===== src/rtl/control_sequencer_ls.sv =====
// Hardwired control sequencer for the DataPath: instruction fetch (T0-T2),
// decode of IR[31:27] in T3, and execution of ld, ldi and st (T4-T7).
// Memory accesses are timed by an internal wait counter, so no handshake is needed.
//
// Ports:
//   clock, clear (sync active-high reset), start (leave IDLE)
//   IR         instruction register contents, opcode = IR[31:27]
//   PCout, Zlowout, MDRout, Rout, Cout, BAout   bus-drive enables
//   MARin, PCin, MDRin, IRin, Yin, ZLowIn, Rin  register load enables
//   IncPC, Read, Write, Gra, Grb, Grc           PC increment, memory strobes, reg select
//   opcode     ALU operation select
//   run        high in every state except IDLE and HALT
//   state_dbg  current state encoding
module control_sequencer_ls #(
  parameter int unsigned MEM_LAT = 1,
  parameter logic [4:0]  OP_LD   = 5'b00000,
  parameter logic [4:0]  OP_LDI  = 5'b00001,
  parameter logic [4:0]  OP_ST   = 5'b00010,
  parameter logic [4:0]  OP_HALT = 5'b11011,
  parameter logic [4:0]  ALU_ADD = 5'b00011
) (
  input  logic        clock,
  input  logic        clear,
  input  logic        start,
  input  logic [31:0] IR,
  output logic        PCout,
  output logic        Zlowout,
  output logic        MDRout,
  output logic        Rout,
  output logic        Cout,
  output logic        BAout,
  output logic        MARin,
  output logic        PCin,
  output logic        MDRin,
  output logic        IRin,
  output logic        Yin,
  output logic        ZLowIn,
  output logic        Rin,
  output logic        IncPC,
  output logic        Read,
  output logic        Write,
  output logic        Gra,
  output logic        Grb,
  output logic        Grc,
  output logic [4:0]  opcode,
  output logic        run,
  output logic [3:0]  state_dbg
);

  localparam int unsigned WAIT_W    = 4;
  localparam logic [WAIT_W-1:0] WAIT_INIT = WAIT_W'(MEM_LAT - 1);

  typedef enum logic [3:0] {
    S_IDLE = 4'd0,
    S_T0   = 4'd1,
    S_T1   = 4'd2,
    S_T2   = 4'd3,
    S_T3   = 4'd4,
    S_T4   = 4'd5,
    S_T5   = 4'd6,
    S_T6   = 4'd7,
    S_T7   = 4'd8,
    S_HALT = 4'd9
  } state_t;

  state_t            state_q, state_d;
  logic [WAIT_W-1:0] wait_q, wait_d;
  logic [4:0]        op_q, op_d;

  logic [4:0] ir_op;
  logic       ir_mem;
  logic       is_ld, is_ldi, is_st;
  logic       unused_ir;

  assign ir_op     = IR[31:27];
  assign ir_mem    = (ir_op == OP_LD) || (ir_op == OP_LDI) || (ir_op == OP_ST);
  assign unused_ir = ^IR[26:0];

  // Opcode captured when leaving T3 selects the execute path in T5-T7.
  assign is_ld  = (op_q == OP_LD);
  assign is_ldi = (op_q == OP_LDI);
  assign is_st  = (op_q == OP_ST);

  // State, wait counter and captured opcode registers.
  always_ff @(posedge clock) begin
    if (clear) begin
      state_q <= S_IDLE;
      wait_q  <= '0;
      op_q    <= '0;
    end else begin
      state_q <= state_d;
      wait_q  <= wait_d;
      op_q    <= op_d;
    end
  end

  // Next-state logic; the wait counter is loaded on entry to each memory access state.
  always_comb begin
    state_d = state_q;
    wait_d  = wait_q;
    op_d    = op_q;
    unique case (state_q)
      S_IDLE: if (start) state_d = S_T0;
      S_T0: begin
        state_d = S_T1;
        wait_d  = WAIT_INIT;
      end
      S_T1: begin
        if (wait_q == '0) state_d = S_T2;
        else              wait_d  = wait_q - WAIT_W'(1);
      end
      S_T2: state_d = S_T3;
      S_T3: begin
        op_d = ir_op;
        if (ir_mem)                state_d = S_T4;
        else if (ir_op == OP_HALT) state_d = S_HALT;
        else                       state_d = S_T0;
      end
      S_T4: state_d = S_T5;
      S_T5: begin
        if (is_ld) begin
          state_d = S_T6;
          wait_d  = WAIT_INIT;
        end else if (is_st) begin
          state_d = S_T6;
        end else begin
          state_d = S_T0;
        end
      end
      S_T6: begin
        if (is_ld) begin
          if (wait_q == '0) state_d = S_T7;
          else              wait_d  = wait_q - WAIT_W'(1);
        end else begin
          state_d = S_T7;
          wait_d  = WAIT_INIT;
        end
      end
      S_T7: begin
        if (is_st && (wait_q != '0)) wait_d  = wait_q - WAIT_W'(1);
        else                         state_d = S_T0;
      end
      S_HALT: state_d = S_HALT;
      default: state_d = S_IDLE;
    endcase
  end

  // Moore output decode; T3 looks at IR directly since it was loaded on entry to T3.
  always_comb begin
    PCout   = 1'b0;
    Zlowout = 1'b0;
    MDRout  = 1'b0;
    Rout    = 1'b0;
    Cout    = 1'b0;
    BAout   = 1'b0;
    MARin   = 1'b0;
    PCin    = 1'b0;
    MDRin   = 1'b0;
    IRin    = 1'b0;
    Yin     = 1'b0;
    ZLowIn  = 1'b0;
    Rin     = 1'b0;
    IncPC   = 1'b0;
    Read    = 1'b0;
    Write   = 1'b0;
    Gra     = 1'b0;
    Grb     = 1'b0;
    Grc     = 1'b0;
    opcode  = 5'd0;
    run     = (state_q != S_IDLE) && (state_q != S_HALT);
    unique case (state_q)
      S_T0: begin
        PCout  = 1'b1;
        MARin  = 1'b1;
        IncPC  = 1'b1;
        ZLowIn = 1'b1;
        opcode = ALU_ADD;
      end
      S_T1: begin
        Zlowout = 1'b1;
        PCin    = 1'b1;
        Read    = 1'b1;
        MDRin   = 1'b1;
      end
      S_T2: begin
        MDRout = 1'b1;
        IRin   = 1'b1;
      end
      S_T3: begin
        if (ir_mem) begin
          Grb   = 1'b1;
          BAout = 1'b1;
          Yin   = 1'b1;
        end
      end
      S_T4: begin
        Cout   = 1'b1;
        ZLowIn = 1'b1;
        opcode = ALU_ADD;
      end
      S_T5: begin
        Zlowout = 1'b1;
        if (is_ldi) begin
          Gra = 1'b1;
          Rin = 1'b1;
        end else begin
          MARin = 1'b1;
        end
      end
      S_T6: begin
        MDRin = 1'b1;
        if (is_ld) begin
          Read = 1'b1;
        end else begin
          Gra  = 1'b1;
          Rout = 1'b1;
        end
      end
      S_T7: begin
        if (is_ld) begin
          MDRout = 1'b1;
          Gra    = 1'b1;
          Rin    = 1'b1;
        end else begin
          Write = 1'b1;
        end
      end
      default: ;
    endcase
  end

  assign state_dbg = state_q;

endmodule


===== config.mk =====
export PLATFORM = sky130hd
export DESIGN_NAME = control_sequencer_ls
export DESIGN_NICKNAME = d
export VERILOG_FILES = /design/src/rtl/control_sequencer_ls.sv
export SDC_FILE = /design/constraint.sdc
export NUM_CORES = 1
export LEC_CHECK = 0
export CAP_MARGIN = 5
export CORE_ASPECT_RATIO = 0.75
export CORE_UTILIZATION = 30
export DETAILED_ROUTE_END_ITERATION = 7
export GPL_TIMING_DRIVEN = 0
export PLACE_DENSITY = 0.72
export SETUP_SLACK_MARGIN = 0.3
export SYNTH_ARGS = -nofsm -noshare
export SYNTH_HDL_FRONTEND = slang
export SYNTH_SLANG_ARGS = --single-unit

===== constraint.sdc =====
create_clock -name clock -period 2.1 [get_ports clock]
set_clock_uncertainty 0.1 [all_clocks]
set_input_delay 0.63 -clock clock [delete_from_list [all_inputs] [get_ports clock]]
set_output_delay 0.63 -clock clock [all_outputs]
set_load 0.005 [all_outputs]

==> flow_metrics.env, run 1 <==
export IMPL_async_reset_ff_share_pct=0
export IMPL_numCtsBuffers=3
export IMPL_crit_required_ns=1.37
export IMPL_grt_overflow=0
export IMPL_grt_max_degree=11
export IMPL_place_gp_congestion=0.877
export IMPL_area_growth_syn_to_layout_pct=92.4
export IMPL_ys_warn_count=0
export IMPL_maxCapViolCount=0
export IMPL_ys_ff_latch=13
export IMPL_clkLatencyLatePin_ns=0.25
export IMPL_clkTransAtPathRegs_ns=0.06
export IMPL_p_leak_uw=0.000911
export IMPL_critPathCaptureType="output pin"
export IMPL_start_util_pct=32.1
export IMPL_clkPwrFrac_pct=29.6
export IMPL_arrival_ns=1.71
export IMPL_syn_cell_area_um2=1080
export IMPL_drt_first_pass_iters=6
export IMPL_io_pins=64
export IMPL_run_status="finished with violations"
export IMPL_rsz0062_at_grt="true"
export IMPL_hold_ws_ns=0.355
export IMPL_wl_per_cell_um=15.8
export IMPL_ir_drop_v=0.000284
export IMPL_fmax_mhz=410
export IMPL_synth_edf_count=0
export IMPL_fp_dieW_um=71.2
export IMPL_seq_area_um2=287
export IMPL_viasPerCell=5.24
export IMPL_rows=18
export IMPL_violations="DRC, setup timing"
export IMPL_p_per_area_nw_per_um2=388
export IMPL_maxSlewViolCount=0
export IMPL_multi_input_area_um2=920
export IMPL_synth_distinct_cells=47
export IMPL_critPathLaunchType="flop"
export IMPL_grt_total_usage_pct=20.0
export IMPL_power_frac_comb_pct=38.8
export IMPL_synthFlopType="dfxtp_1"
export IMPL_setup_ws_ns=-0.339
export IMPL_layout_nets=245
export IMPL_placed_cells=206
export IMPL_clock_path_buffers=2
export IMPL_cp_max_fo=3
export IMPL_first_global_vias=1188
export IMPL_clkSinkCount=13
export IMPL_power_total_uw=804
export IMPL_place_hpwl_um=2170
export IMPL_n_fill_cell=282
export IMPL_worst_setup_path_type="reg -> out"
export IMPL_die_h_um=53.9
export IMPL_root_buffer="clkbuf_8"
export IMPL_antenna_left=0
export IMPL_p_int_uw=554
export IMPL_n_antenna_cell=0
export IMPL_fin_area_um2=2070
export IMPL_period_share_pct=116
export IMPL_avgSynthCellArea_um2=8.21
export IMPL_antenna_found_initial=0
export IMPL_synthCells=131
export IMPL_synth_seq_area_share_pct=24.2
export IMPL_finalNonFillerCells=248
export IMPL_cts_max_level=1
export IMPL_numPortBuffers=32
export IMPL_drc=4
export IMPL_wirelength_um=3920
export IMPL_cts_tree="yes"
export IMPL_routed_via_count=1299
export IMPL_hold_path_class="reg -> reg"
export IMPL_seqPwrFrac_pct=31.6
export IMPL_grt_pass1_wl_um=5710
export IMPL_place_area_um2=1500
export IMPL_core_area_um2=3360
export IMPL_dieArea_um2=3830
export IMPL_p_sw_uw=249
export IMPL_min_period_ns=2.44
export IMPL_drive_gt1_share_pct=66.8
export IMPL_drt_iter0_markers=66
export IMPL_setup_viol=11
export IMPL_switching_share_pct=31.0
export IMPL_finalHoldViolCount=0
power groups by stage:
stage	clock [uW]	combinational, uW	sequential [uW]
floorplan	0	117	267
global placement	0	202	268
detailed placement	0	206	268
CTS	240	260	254
global route	252	329	254
finish	238	312	254
state kept, by name (all words and copies together), names as in the netlist:
register	cells
op_q	5
state_dbg	4
wait_q	4
worst max-delay path: stages (launching register included):
cell and delay (ns):
dfxtp_4 0.34, or4_4 0.55, nor2_4 0.18, nor2_4 0.05, or2_1 0.20, buf_2 0.12
cells in the mapped netlist, drive strengths merged, types with 2 or more instances:
| master | count | area, um2 |
|---|---|---|
| inv | 6 | 22.5 |
| o21a | 2 | 15.0 |
| or2 | 2 | 12.5 |
| o32ai | 3 | 33.8 |
| nor2b | 2 | 12.5 |
| and2 | 4 | 25.0 |
| nor3b | 2 | 15.0 |
| nand3 | 5 | 25.0 |
| a21oi | 10 | 50.1 |
| nand2 | 6 | 22.5 |
| nor4b | 3 | 62.6 |
| o21ai | 3 | 15.0 |
| or3 | 4 | 25.0 |
| buf | 14 | 108 |
| nor3 | 2 | 10.0 |
| a31oi | 2 | 18.8 |
| nor4 | 2 | 27.5 |
| a21o | 2 | 15.0 |
| dfxtp | 13 | 260 |
| nor2 | 18 | 67.6 |
| nand2b | 4 | 27.5 |
| mux2i | 5 | 50.1 |
worst paths after layout:
path,from,to,slack (ns),cells after the start
worst max-delay path,op_q[4],Gra,-0.34,5
worst min-delay path,wait_q[0],wait_q[0],0.35,1
worst max register to register,op_q[4],wait_q[1],0.07,7
worst min register to register,wait_q[0],wait_q[0],0.35,1
repair_timing:
item / CTS / global route
pin swaps: 20 / 23
resized for setup: 136 / 52
hold buffers: 0 / 0
setup endpoints to repair: 30 / 33
setup buffers: 28 / 10
per-layer routing:
layer  GRT usage [%]  vias up  routed length, um
met5               0        -                  0
met4            8.67        0                 71
met3            3.56        8                284
met2            35.4       71               1940
met1            24.4      609               1620
li1                -      611                  -
area by class of cell:
| cell class | instances | area share, % |
|---|---|---|
| Clock buffer | 4 | 2.18 |
| Timing Repair Buffer | 70 | 29.1 |
| Tap cell | 40 | 2.42 |
| Sequential cell | 13 | 13.8 |
| Multi-Input combinational cell | 100 | 44.4 |
| Inverter | 6 | 1.09 |
| Buffer | 15 | 7.01 |
metrics by stage:
stage | worst slack (ns) | util [%] | setup TNS [ns]
final | -0.339 | 61.7 | -2.00
after global routing | -0.376 | 61.7 | -2.52
after CTS | -0.355 | 55.9 | -3.17
after detailed placement | -1.13 | 44.7 | -7.05
after global placement | -1.13 | 44.7 | -6.57
after floorplan | 0.00542 | - | 0
layout by cell type (no fill, tap or decap), drive strengths merged, types with 2 or more instances in the layout:
| cell | n |
|---|---|
| nand2 | 6 |
| inv | 6 |
| nor4b | 3 |
| and2 | 4 |
| or3 | 4 |
| nor2 | 18 |
| nor4 | 2 |
| clkdlybuf4s15 | 2 |
| o21ai | 3 |
| a21o | 2 |
| a31oi | 2 |
| nor3b | 2 |
| nand3 | 5 |
| clkbuf | 5 |
| nor2b | 2 |
| mux2i | 5 |
| clkdlybuf4s50 | 2 |
| dlygate4sd2 | 3 |
| o21a | 2 |
| conb | 4 |
| buf | 77 |
| or2 | 2 |
| dfxtp | 13 |
| a21oi | 10 |
| nand2b | 4 |
| nor3 | 2 |
| o32ai | 3 |
cells by family (layout without fill, tap and decap cells):
logic type / after synthesis / after routing / share of synthesized area, %
other cells: 1 / 4 / 0.349
fa+ha+maj: 1 / 1 / 1.16
simple gates: 61 / 61 / 36.6
flops: 13 / 13 / 24.2
buf+inv: 21 / 95 / 12.4
mux: 6 / 6 / 5.70
compound gates: 28 / 28 / 19.5
Power figures use the tool's default switching activity.
==> inputs of run 2 (changes only) <==
--- a/config.mk
+++ b/config.mk
@@ -9,7 +9,6 @@
 export CORE_ASPECT_RATIO = 0.75
 export CORE_UTILIZATION = 30
 export DETAILED_ROUTE_END_ITERATION = 7
-export GPL_TIMING_DRIVEN = 0
 export PLACE_DENSITY = 0.72
 export SETUP_SLACK_MARGIN = 0.3
 export SYNTH_ARGS = -nofsm -noshare
==> run 2 against run 1 <==
Worst hold slack gained 0.0085 ns. The run still ends with DRC, setup timing left. Sequential share of layout area shrank 1.7 points. Fmax shrank 0.30%. Total power grew 8.5%. Register-to-register slack lost 0.08 ns. Setup slack lost 0.0075 ns. Non-clock buffer count grew 19. First-iteration DRC count shrank 24%. Highest routed layer unchanged. Clock power is essentially flat. Critical path depth grew 1. Die area is the same. Largest cell class is now buffers. Utilization grew 5.5 points.
==> flow_metrics.env, run 2 (synthesis gave the netlist of run 1 again) <==
export IMPL_dieArea_um2=3830
export IMPL_maxSlewViolCount=0
export IMPL_violations="DRC, setup timing"
export IMPL_ir_drop_v=0.000411
export IMPL_setup_ws_ns=-0.346
export IMPL_crit_required_ns=1.37
export IMPL_critPathCaptureType="output pin"
export IMPL_drive_gt1_share_pct=69.2
export IMPL_p_per_area_nw_per_um2=386
export IMPL_core_area_um2=3360
export IMPL_clkSinkCount=13
export IMPL_rsz0062_at_grt="true"
export IMPL_final_cell_mix="41 x buf_6, 41 x buf_4, 12 x buf_2"
export IMPL_clkLatencyLatePin_ns=0.25
export IMPL_place_hpwl_um=2490
export IMPL_setup_viol=17
export IMPL_die_h_um=53.9
export IMPL_drt_first_pass_iters=6
export IMPL_reg2reg_depth=11
export IMPL_path_depth=6
export IMPL_grt_max_degree=12
export IMPL_p_leak_uw=0.00102
export IMPL_run_status="finished with violations"
export IMPL_first_global_vias=1327
export IMPL_path_common_cell="nor2_4"
export IMPL_largest_reg_flops=5
export IMPL_endpoint="Gra"
export IMPL_drt_iter0_markers=50
export IMPL_cp_top_family="simple AND/OR/NAND/NOR gates"
export IMPL_start_util_pct=32.1
export IMPL_maxCapViolCount=0
export IMPL_antenna_found_initial=0
export IMPL_crit_slowest_cell="or4_4"
export IMPL_clock_path_buffers=2
export IMPL_crit_chain="or4_4, nor2_4, buf_6, nor2_4, or2_1, buf_2"
export IMPL_io_pins=64
export IMPL_finalHoldViolCount=0
export IMPL_fmax_mhz=409
export IMPL_clkTransAtPathRegs_ns=0.06
export IMPL_wirelength_um=4360
export IMPL_layout_nets=264
export IMPL_arrival_ns=1.72
export IMPL_fp_dieW_um=71.2
export IMPL_n_antenna_cell=0
export IMPL_routed_via_count=1402
export IMPL_largest_register="op_q"
export IMPL_worst_setup_path_type="reg -> out"
export IMPL_r2r_start="state_dbg[3]"
export IMPL_grt_overflow=0
export IMPL_cp_max_fo=2
export IMPL_rrSetupSlack_ns=-0.01
export IMPL_drc=4
export IMPL_rows=18
export IMPL_path_buf_inv=2
export IMPL_crit_path_max_incr_delay_ns=0.56
export IMPL_critPathLaunchType="flop"
export IMPL_cts_max_level=1
export IMPL_grt_pass1_wl_um=6030
export IMPL_area_growth_syn_to_layout_pct=110
export IMPL_cts_tree="yes"
export IMPL_crit_path_start="op_q[0]"
export IMPL_numPortBuffers=32
export IMPL_finalSetupTns_ns=-2.23
export IMPL_period_share_pct=116
export IMPL_hold_path_class="reg -> reg"
export IMPL_viasPerCell=5.25
export IMPL_min_period_ns=2.45
export IMPL_place_gp_congestion=0.896
export IMPL_numCtsBuffers=3
export IMPL_r2r_end="wait_q[2]"
export IMPL_grt_total_usage_pct=20.8
export IMPL_wl_per_cell_um=16.3
export IMPL_antenna_left=0
export IMPL_root_buffer="clkbuf_8"
export IMPL_power_total_uw=872
-- run 2: routing by layer --
metal | GRT usage (%) | wire length, um | vias to the layer above | share of wire (%)
met1 | 23.2 | 1620 | 667 | 37
met4 | 6.33 | 93 | 0 | 2.1
met3 | 2.62 | 285 | 13 | 6.5
met2 | 42.1 | 2360 | 73 | 54
met5 | 0 | 0 | - | 0
li1 | - | - | 649 | -
-- run 2: worst min-delay path by stage --
stage | cells past startpoint | start | to | slack (ns)
2_1_floorplan | 1 | wait_q[0] | wait_q[0] | 0.34
3_3_place_gp | 1 | wait_q[0] | wait_q[0] | 0.36
3_5_place_dp | 1 | wait_q[0] | wait_q[0] | 0.36
4_1_cts | 1 | wait_q[0] | wait_q[0] | 0.37
5_1_grt | 1 | wait_q[0] | wait_q[0] | 0.38
6_report | 1 | wait_q[0] | wait_q[0] | 0.36
-- run 2: what timing repair did --
| action | CTS | global route |
|---|---|---|
| pin swaps | 24 | 22 |
| endpoints found under the setup margin | 31 | 28 |
| gates resized for setup | 171 | 39 |
| hold buffers | 0 | 0 |
| setup buffers | 24 | 7 |
-- run 2: layout make-up --
| cell class | count | area [um2] |
|---|---|---|
| repair buffers | 104 | 951 |
| fillers | 263 | 1100 |
| flip-flops and latches | 13 | 274 |
| inverters | 6 | 22.5 |
| clock buffers | 4 | 45.0 |
| well taps | 40 | 50.0 |
| multi-input cells | 100 | 913 |
-- run 2: through the flow --
| stage | worst slack [ns] | cells | area [um2] | utilization (%) | hold WS (ns) |
|---|---|---|---|---|---|
| floorplan | 0.00542 | 134 | 1130 | - | 0.338 |
| CTS | -0.340 | 260 | 2050 | 61.2 | 0.371 |
| global placement | -0.931 | 232 | 1680 | 50.1 | 0.362 |
| finish | -0.346 | 267 | 2260 | 67.2 | 0.364 |
| detailed placement | -0.948 | 232 | 1680 | 50.1 | 0.356 |
| global route | -0.385 | 267 | 2260 | 67.2 | 0.378 |
-- run 2: report_power, final --
part / total, uW / switching [uW] / internal, uW
clock network: 240 / 105 / 135
logic: 374 / 156 / 218
registers: 258 / 5.22 / 253
total: 872 / 266 / 606
